--- src/rtl/picomips_step_ctrl.sv ---
// picomips_step_ctrl
//   Run/step controller for the picoMIPS board demo. Generates a one-cycle
//   CPU enable pulse (tick) in one of four modes: HALT, RUN at a selectable
//   rate, debounced single STEP, or FAST (every cycle).
// Ports
//   fastclk     in   system clock, rising edge
//   nReset      in   asynchronous active-low reset
//   mode        in   [1:0] 00 HALT, 01 RUN, 10 STEP, 11 FAST (raw switches)
//   rate_sel    in   [1:0] RUN period = max(1, BASE_DIV >> (2*rate_sel))
//   step_btn    in   raw, bouncy, active-high push-button
//   tick        out  CPU enable pulse, one fastclk cycle wide
//   running     out  effective mode is RUN or FAST
//   tick_count  out  [CNT_W-1:0] ticks issued since reset, wrapping
module picomips_step_ctrl #(
   parameter int unsigned BASE_DIV  = 5_000_000,
   parameter int unsigned DIV_W     = 23,
   parameter int unsigned DB_CYCLES = 500_000,
   parameter int unsigned CNT_W     = 16
) (
   input  logic             fastclk,
   input  logic             nReset,
   input  logic [1:0]       mode,
   input  logic [1:0]       rate_sel,
   input  logic             step_btn,
   output logic             tick,
   output logic             running,
   output logic [CNT_W-1:0] tick_count
);

   localparam int unsigned DB_W = $clog2(DB_CYCLES + 1);
   localparam int unsigned P0 = ((BASE_DIV >> 0) == 0) ? 1 : (BASE_DIV >> 0);
   localparam int unsigned P1 = ((BASE_DIV >> 2) == 0) ? 1 : (BASE_DIV >> 2);
   localparam int unsigned P2 = ((BASE_DIV >> 4) == 0) ? 1 : (BASE_DIV >> 4);
   localparam int unsigned P3 = ((BASE_DIV >> 6) == 0) ? 1 : (BASE_DIV >> 6);

   typedef enum logic [1:0] {
      S_HALT = 2'b00,
      S_RUN  = 2'b01,
      S_STEP = 2'b10,
      S_FAST = 2'b11
   } state_t;

   logic [1:0]       r_mode_s1, r_mode_s2;
   logic [1:0]       r_rate_s1, r_rate_s2;
   logic             r_btn_s1, r_btn_s2;
   logic [1:0]       r_rate;
   logic             r_db_level, r_db_level_d;
   logic [DB_W-1:0]  r_db_cnt;
   logic [DIV_W-1:0] r_div;
   state_t           r_state;
   logic             r_tick, r_running;
   logic [CNT_W-1:0] r_tick_count;

   state_t           w_state_next;
   logic             w_changed;
   logic             w_step_req;
   logic             w_tick_next;
   logic             w_running_next;
   logic [DIV_W-1:0] w_div_next;
   logic [DIV_W-1:0] w_period_m1;

   // Input synchronisers and debouncer
   always_ff @(posedge fastclk or negedge nReset) begin
      if (!nReset) begin
         r_mode_s1    <= '0;
         r_mode_s2    <= '0;
         r_rate_s1    <= '0;
         r_rate_s2    <= '0;
         r_btn_s1     <= 1'b0;
         r_btn_s2     <= 1'b0;
         r_db_level   <= 1'b0;
         r_db_level_d <= 1'b0;
         r_db_cnt     <= '0;
      end else begin
         r_mode_s1    <= mode;
         r_mode_s2    <= r_mode_s1;
         r_rate_s1    <= rate_sel;
         r_rate_s2    <= r_rate_s1;
         r_btn_s1     <= step_btn;
         r_btn_s2     <= r_btn_s1;
         r_db_level_d <= r_db_level;
         // Level flips only after DB_CYCLES consecutive mismatching cycles
         if (r_btn_s2 != r_db_level) begin
            if (r_db_cnt == DB_W'(DB_CYCLES - 1)) begin
               r_db_level <= r_btn_s2;
               r_db_cnt   <= '0;
            end else begin
               r_db_cnt   <= r_db_cnt + DB_W'(1);
            end
         end else begin
            r_db_cnt <= '0;
         end
      end
   end

   assign w_step_req = r_db_level & ~r_db_level_d;

   always_comb begin
      unique case (r_rate)
         2'd0:    w_period_m1 = DIV_W'(P0 - 1);
         2'd1:    w_period_m1 = DIV_W'(P1 - 1);
         2'd2:    w_period_m1 = DIV_W'(P2 - 1);
         default: w_period_m1 = DIV_W'(P3 - 1);
      endcase
   end

   // FSM state register: state tracks the synced mode one cycle later
   always_ff @(posedge fastclk or negedge nReset) begin
      if (!nReset) begin
         r_state <= S_HALT;
      end else begin
         r_state <= w_state_next;
      end
   end

   // Next-state and output logic. A change of synced mode or rate clears the
   // divider and suppresses any pending tick, including a step_req in flight.
   always_comb begin
      w_state_next   = state_t'(r_mode_s2);
      w_changed      = (w_state_next != r_state) || (r_rate_s2 != r_rate);
      w_div_next     = '0;
      w_tick_next    = 1'b0;
      if (!w_changed) begin
         unique case (r_state)
            S_RUN: begin
               if (r_div == w_period_m1) begin
                  w_tick_next = 1'b1;
               end else begin
                  w_div_next = r_div + DIV_W'(1);
               end
            end
            S_STEP:  w_tick_next = w_step_req;
            S_FAST:  w_tick_next = 1'b1;
            default: w_tick_next = 1'b0;
         endcase
      end
      w_running_next = (w_state_next == S_RUN) || (w_state_next == S_FAST);
   end

   always_ff @(posedge fastclk or negedge nReset) begin
      if (!nReset) begin
         r_rate       <= '0;
         r_div        <= '0;
         r_tick       <= 1'b0;
         r_running    <= 1'b0;
         r_tick_count <= '0;
      end else begin
         r_rate       <= r_rate_s2;
         r_div        <= w_div_next;
         r_tick       <= w_tick_next;
         r_running    <= w_running_next;
         r_tick_count <= r_tick_count + CNT_W'(w_tick_next);
      end
   end

   assign tick       = r_tick;
   assign running    = r_running;
   assign tick_count = r_tick_count;

endmodule
--- config.mk ---
export PLATFORM = sky130hd
export DESIGN_NAME = picomips_step_ctrl
export DESIGN_NICKNAME = d
export VERILOG_FILES = /design/src/rtl/picomips_step_ctrl.sv
export SDC_FILE = /design/constraint.sdc
export NUM_CORES = 1
export LEC_CHECK = 0
export CAP_MARGIN = 20
export CORE_MARGIN = 4
export CORE_UTILIZATION = 55
export DETAILED_ROUTE_END_ITERATION = 12
export HOLD_SLACK_MARGIN = 0.12
export PLACE_DENSITY = 0.76
export SKIP_LAST_GASP = 1
export SYNTH_ARGS = -nofsm -noshare
export SYNTH_HDL_FRONTEND = slang
export SYNTH_SLANG_ARGS = --single-unit
--- constraint.sdc ---
create_clock -name fastclk -period 5.7 [get_ports fastclk]
set_clock_uncertainty 0.15 [all_clocks]
set_input_delay 1.14 -clock fastclk [delete_from_list [all_inputs] [get_ports fastclk]]
set_output_delay 1.14 -clock fastclk [all_outputs]
set_load 0.01 [all_outputs]
==> Yosys cells after proc, flatten, opt, wreduce, memory -nomap -nowiden <==
Cells that the tools add are included.
{ "classes": {"div_mod_pow": 0, "n_addsub": 3, "bitwise": 2, "n_eq_ne": 12, "mux": 9, "n_lt_le_gt_ge": 0, "n_reduce_logical": 4, "multipliers": 0, "shift": 0} }
{ "op_table": {"columns": ["cell", "n"], "rows": [
  ["23-bit two-way mux", 3],
  ["23-bit case mux with 3 select lines", 1],
  ["19-bit two-way mux", 2],
  ["23-bit by 1-bit adder with 23-bit output, second input constant", 1],
  ["23-bit == test", 1],
  ["19-bit by 1-bit adder with 19-bit output, second input constant", 1],
  ["19-bit == test, second input constant", 1],
  ["16-bit by 1-bit adder with 16-bit output", 1],
  ["2-bit == test, second input constant", 4],
  ["2-bit by 1-bit == test with 1-bit output, second input constant", 3],
  ["2-bit != test", 2],
  ["1-bit case mux with 3 select lines", 1],
  ["2-bit logical NOT", 1],
  ["1-bit logical OR", 2],
  ["1-bit two-way mux", 2],
  ["2-bit AND reduction", 1],
  ["1-bit AND", 1],
  ["1-bit != test", 1],
  ["1-bit NOT", 1]
]} }
{ "word_totals": {"inputBits": 7, "wordCells": 45, "rom_bits": 0, "output_inout_bits": 18, "latchBits": 0, "mem_count": 0, "register_bits": 76, "ramBits": 0} }

==> Longest topological paths before layout <==
{ "depth": {"word_depth": 7, "ltp_mapped": 13, "mapped_depth_nobuf": 13} }

==> Worst setup path after synthesis <==
Ideal clock, no wire load.
{ "synth_timing": {"path_kind": "register to register", "start": "register r_rate[1]", "end": "register r_tick_count[14], in the netlist tick_count[14]", "arrival_ps": 2809, "setup_slack_ps": 2615, "t_required_ps": 5425, "period_less_slack_ps": 3085, "setup_time_ps": 125, "stages_incl_launch_ff": 13, "cell_sequence": "dfrtp_1 -> inv_1 -> ha_1 -> or4_1 -> a221oi_2 -> nand4_1 -> a21oi_1 -> ha_1 -> ha_1 -> nand3_1 -> nor2_1 -> nand3_1 -> xnor2_1"} }
{ "synth_via": {"elab_chain_cells": 7, "elab_cells_between_ends": 11} }
{ "synth_rtl": {"columns": ["element", "line", "rtl"], "rows": [
  ["start, declared", "46", "logic [1:0] r_rate;"],
  ["start signal, assigned", "148", "r_rate <= r_rate_s2;"],
  ["2-bit == test (tied with other cells)", "99", "unique case (r_rate)"],
  ["23-bit case mux with 3 select lines", "99", null],
  ["23-bit == test", "126", "if (r_div == w_period_m1) begin"],
  ["1-bit two-way mux", "126", null],
  ["1-bit case mux with 3 select lines", "124", "unique case (r_state)"],
  ["1-bit two-way mux (*)", "123", "if (!w_changed) begin"],
  ["named net w_tick_next", "57", "logic w_tick_next;"],
  ["16-bit by 1-bit adder with 16-bit output (*)", "152", "r_tick_count <= r_tick_count + CNT_W'(w_tick_next);"],
  ["end signal, assigned", "152", null],
  ["end, declared", "52", "logic [CNT_W-1:0] r_tick_count;"]
]} }
The timed path passes the listed nets; every way through them passes the cells marked *.
A chain may end at the register's enable or synchronous reset.

==> Worst setup path after layout <==
{ "layout_timing": {"start": "register r_rate[1]", "end": "register r_tick_count[12], in the netlist tick_count[12]"} }
Same word-level chain as after synthesis.

==> impl_results.md <==
- Number of enable-type register cells in the synthesized netlist: 0
- Area fraction of the dominant cell type after synthesis: 0.5405
- Count of final max-slew check failures: 0
- Flip-flop and latch count after synthesis: 76
- HPWL after detailed placement: 4246 um
- DR iter-0 viols: 146
- Peak clock frequency supported by timing: 0.2864 GHz
- Top-Level Pins: 25
- Final weighted congestion in routability-driven placement: 0.8811
- Type of the worst setup path: register to register
- CTS tree: yes
- Static leakage: 1.743 nW
- Data required time at the worst endpoint: 5790 ps
- Number of antenna violations at the first check in global routing: 0
- Maximum VDD drop: 0.0002399 V
- Final worst hold slack: 199.7 ps
- Count of yosys warnings during synthesis: 0
- Maximum number of pins on one net before global-route repair: 77
- Global-route wire length before repair: 11100 um
- Die Footprint: 7740 um^2
- Largest stage delay on the critical path: 560 ps
- Max Root-Sink Buffers: 2
- Cell area power density: 275.3 nW/um^2
- Crit. End Element: register
- Most used cell along the critical path: ha_1
- Path category of the worst min-delay check: register to register
- Ratio of final minimum period to clock period: 0.6126
- Via count normalized by instance count: 5.378
- Nets@finish: 374
- Layout Cells excl Fill: 436
- Remaining global-route overflow: 0
- Cell accounting for the most synthesized area: dfrtp_1
- Primary flip-flop cell chosen by synthesis mapping: dfrtp_1
- # Post-CTS Setup Buffers: 0
- Die height: 87.98 um
- Clock period minus worst slack: 3492 ps
- Pre-CTS setup slack: 2210 ps
- Antenna Diode Count: 0
- Number of global-route vias before repair: 2403
- Final hold violation count: 0
- Crit-path slowest cell: or4_1
- Mapped Nets: 346
- Number of input and output port buffers inserted: 24
- Sink count of the clock tree: 76
- H-Tree Level Count: 3
- Maximum fanout count along the critical path: 7
- Pin slew with the least headroom to its limit: 911.8 ps
- Largest cells by area after synthesis: dfrtp_1 (54%), xor2_1 (9.5%), nor2_1 (6.0%), xnor2_1 (5.2%), nand3_1 (4.1%)
- Average instance area after synthesis: 10.69 um^2
- TritonCTS Buffers: 9
- Register clock-pin slew on the reported worst setup and hold paths: 80 ps
- First-pass DRT Iterations: 4
- Initial standard-cell utilization of the core: 0.5805
- Minimum setup slack in the final design: 2208 ps
- Overall global routing resource usage: 0.1863
- Fraction of final layout cells sized beyond drive strength 1: 0.06371
- Type of element launching the critical path: register
- Total wire length: 6234 um
- Share of async-settable or async-resettable flops after synthesis: 1.000
- CTS Hold Bufs: 0
- Arrival time worst endpoint: 3580 ps
- Sequential cell area fraction in the yosys report: 0.5405
- Core footprint: 6061 um^2
- Clk_lat worst skew: 350 ps
- Outcome: finished, final reports clean
- Drt wl/cell: 14.30 um
- Worst slew margin relative to its limit: 0.3921
- Total Power Consumption: 1.109 mW
- Rows: 28
- Synth Instances: 329
- Combined area of all synthesized cells: 3518 um^2
- Antenna viol nets, final: 0
- Endpoints failing setup: 0
- Via count: 2345
- Fin Setup TNS: 0 ps
- Number of gates resized after CTS: 0
- Number of remaining DRC errors: 0
- Number of distinct library cells after synthesis: 36
- Width of the die: 87.98 um
- Cell count after placement: 421
- Root cell of the clock tree: clkbuf_8
- Worst path cell trace: inv_1 -> ha_1 -> or4_1 -> a221oi_2 -> nand4_1 -> a21oi_1 -> ha_1 -> ha_1 -> nand3_1 -> nor2_1 -> nand3_1 -> xnor2_1
- RSZ-0062 raised after global routing: no
- Relative area change from synthesis to final layout: 14.54%
- Max-cap viol count: 0
[area by class of cell]
class | count | area, um^2
Clock inverter | 6 | 112.6
Tap cell | 75 | 93.84
Timing Repair Buffer | 24 | 237.7
Multi-Input combinational cell | 238 | 1530
Sequential cell | 76 | 1902
Inverter | 8 | 30.03
Fill cell | 457 | 2031
Clock buffer | 9 | 123.9
[cell usage after synthesis, drive strengths merged (4+ instances only)]
library cell	number
dfrtp	76
nor2	56
xor2	38
nand3	29
nand2	21
xnor2	21
nand4	15
ha	10
and3	8
inv	8
nor3	6
nor4	5
buf	4
[metal layers]
metal,up-vias,track usage,wire length (um)
li1,1166,-,-
met1,1119,0.2495,2893
met2,49,0.2925,2994
met3,11,0.04516,234
met4,0,0.07531,112
met5,-,0,0
[cells by family (layout without fill, tap and decap cells)]
group | Yosys count | count (layout) | synth area share
AOI/OAI and AO/OA | 10 | 10 | 0.02276
xor gates and xnor gates | 59 | 59 | 0.1469
adders and majority gates | 10 | 10 | 0.03556
buffers and inverters | 15 | 47 | 0.02454
DFF | 76 | 76 | 0.5405
muxes | 2 | 2 | 0.006045
and+or+nand+nor | 157 | 157 | 0.2237
[path summary, 6_finish.rpt]
kind                               from             end  slack, ps  depth (start not counted)
max                           r_rate[1]  tick_count[12]       2210                         12
min                        r_mode_s1[1]    r_mode_s2[1]        200                          0
max reg2reg                   r_rate[1]  tick_count[12]       2210                         12
min reg2reg                r_mode_s1[1]    r_mode_s2[1]        200                          0
max in group asynchronous        nReset     r_db_cnt[2]       4040                          1
min in group asynchronous        nReset        r_div[7]        770                          1
[state kept, by name, summed over array words and instances, names as in the netlist]
signal        count
r_btn_s2          1
tick              1
r_rate_s1         2
r_mode_s1         2
r_rate            2
r_db_level_d      1
r_db_cnt         19
r_db_level        1
running           1
tick_count       16
r_mode_s2         2
r_div            23
r_btn_s1          1
r_state           2
r_rate_s2         2
[metrics by stage]
stage / area, um^2 / utilization
after CTS: 4030 / 0.6649
after global placement: 3794 / 0.6259
after global routing: 4030 / 0.6649
final: 4030 / 0.6649
after floorplan: 3518 / -
after detailed placement: 3794 / 0.6259
[cells in the final DEF (no fill, tap or decap), types with 2 or more instances in the layout]
cell             synthesis  routed
a21oi_1                  2       2
and2_1                   2       2
and3_1                   8       8
and3b_1                  2       2
bufinv_16                0       3
clkbuf_8                 0       9
clkdlybuf4s50_1          0      23
dfrtp_1                 76      76
ha_1                    10      10
inv_1                    8       8
nand2_1                 21      21
nand3_1                 29      29
nand4_1                 15      15
nor2_1                  56      56
nor3_1                   6       6
nor3b_1                  3       3
nor4_1                   2       2
nor4_2                   3       3
o21ai_0                  3       3
or4_1                    2       2
xnor2_1                 21      21
xor2_1                  38      38
[where the power goes]
group / switching, mW / internal [mW]
clock network: 0.200 / 0.290
registers: 0.0124 / 0.553
logic: 0.0287 / 0.0255
total: 0.241 / 0.868
[worst max-delay path, delay by kind of cell (launching register included)]
family | cells | cell delay, ps
buffers and inverters | 1 | 110
and+or+nand+nor | 5 | 1270
xor gates and xnor gates | 1 | 140
adders and majority gates | 3 | 660
AOI/OAI and AO/OA | 2 | 560
DFF | 1 | 500
Note: power is estimated with default switching activity, not from simulation.
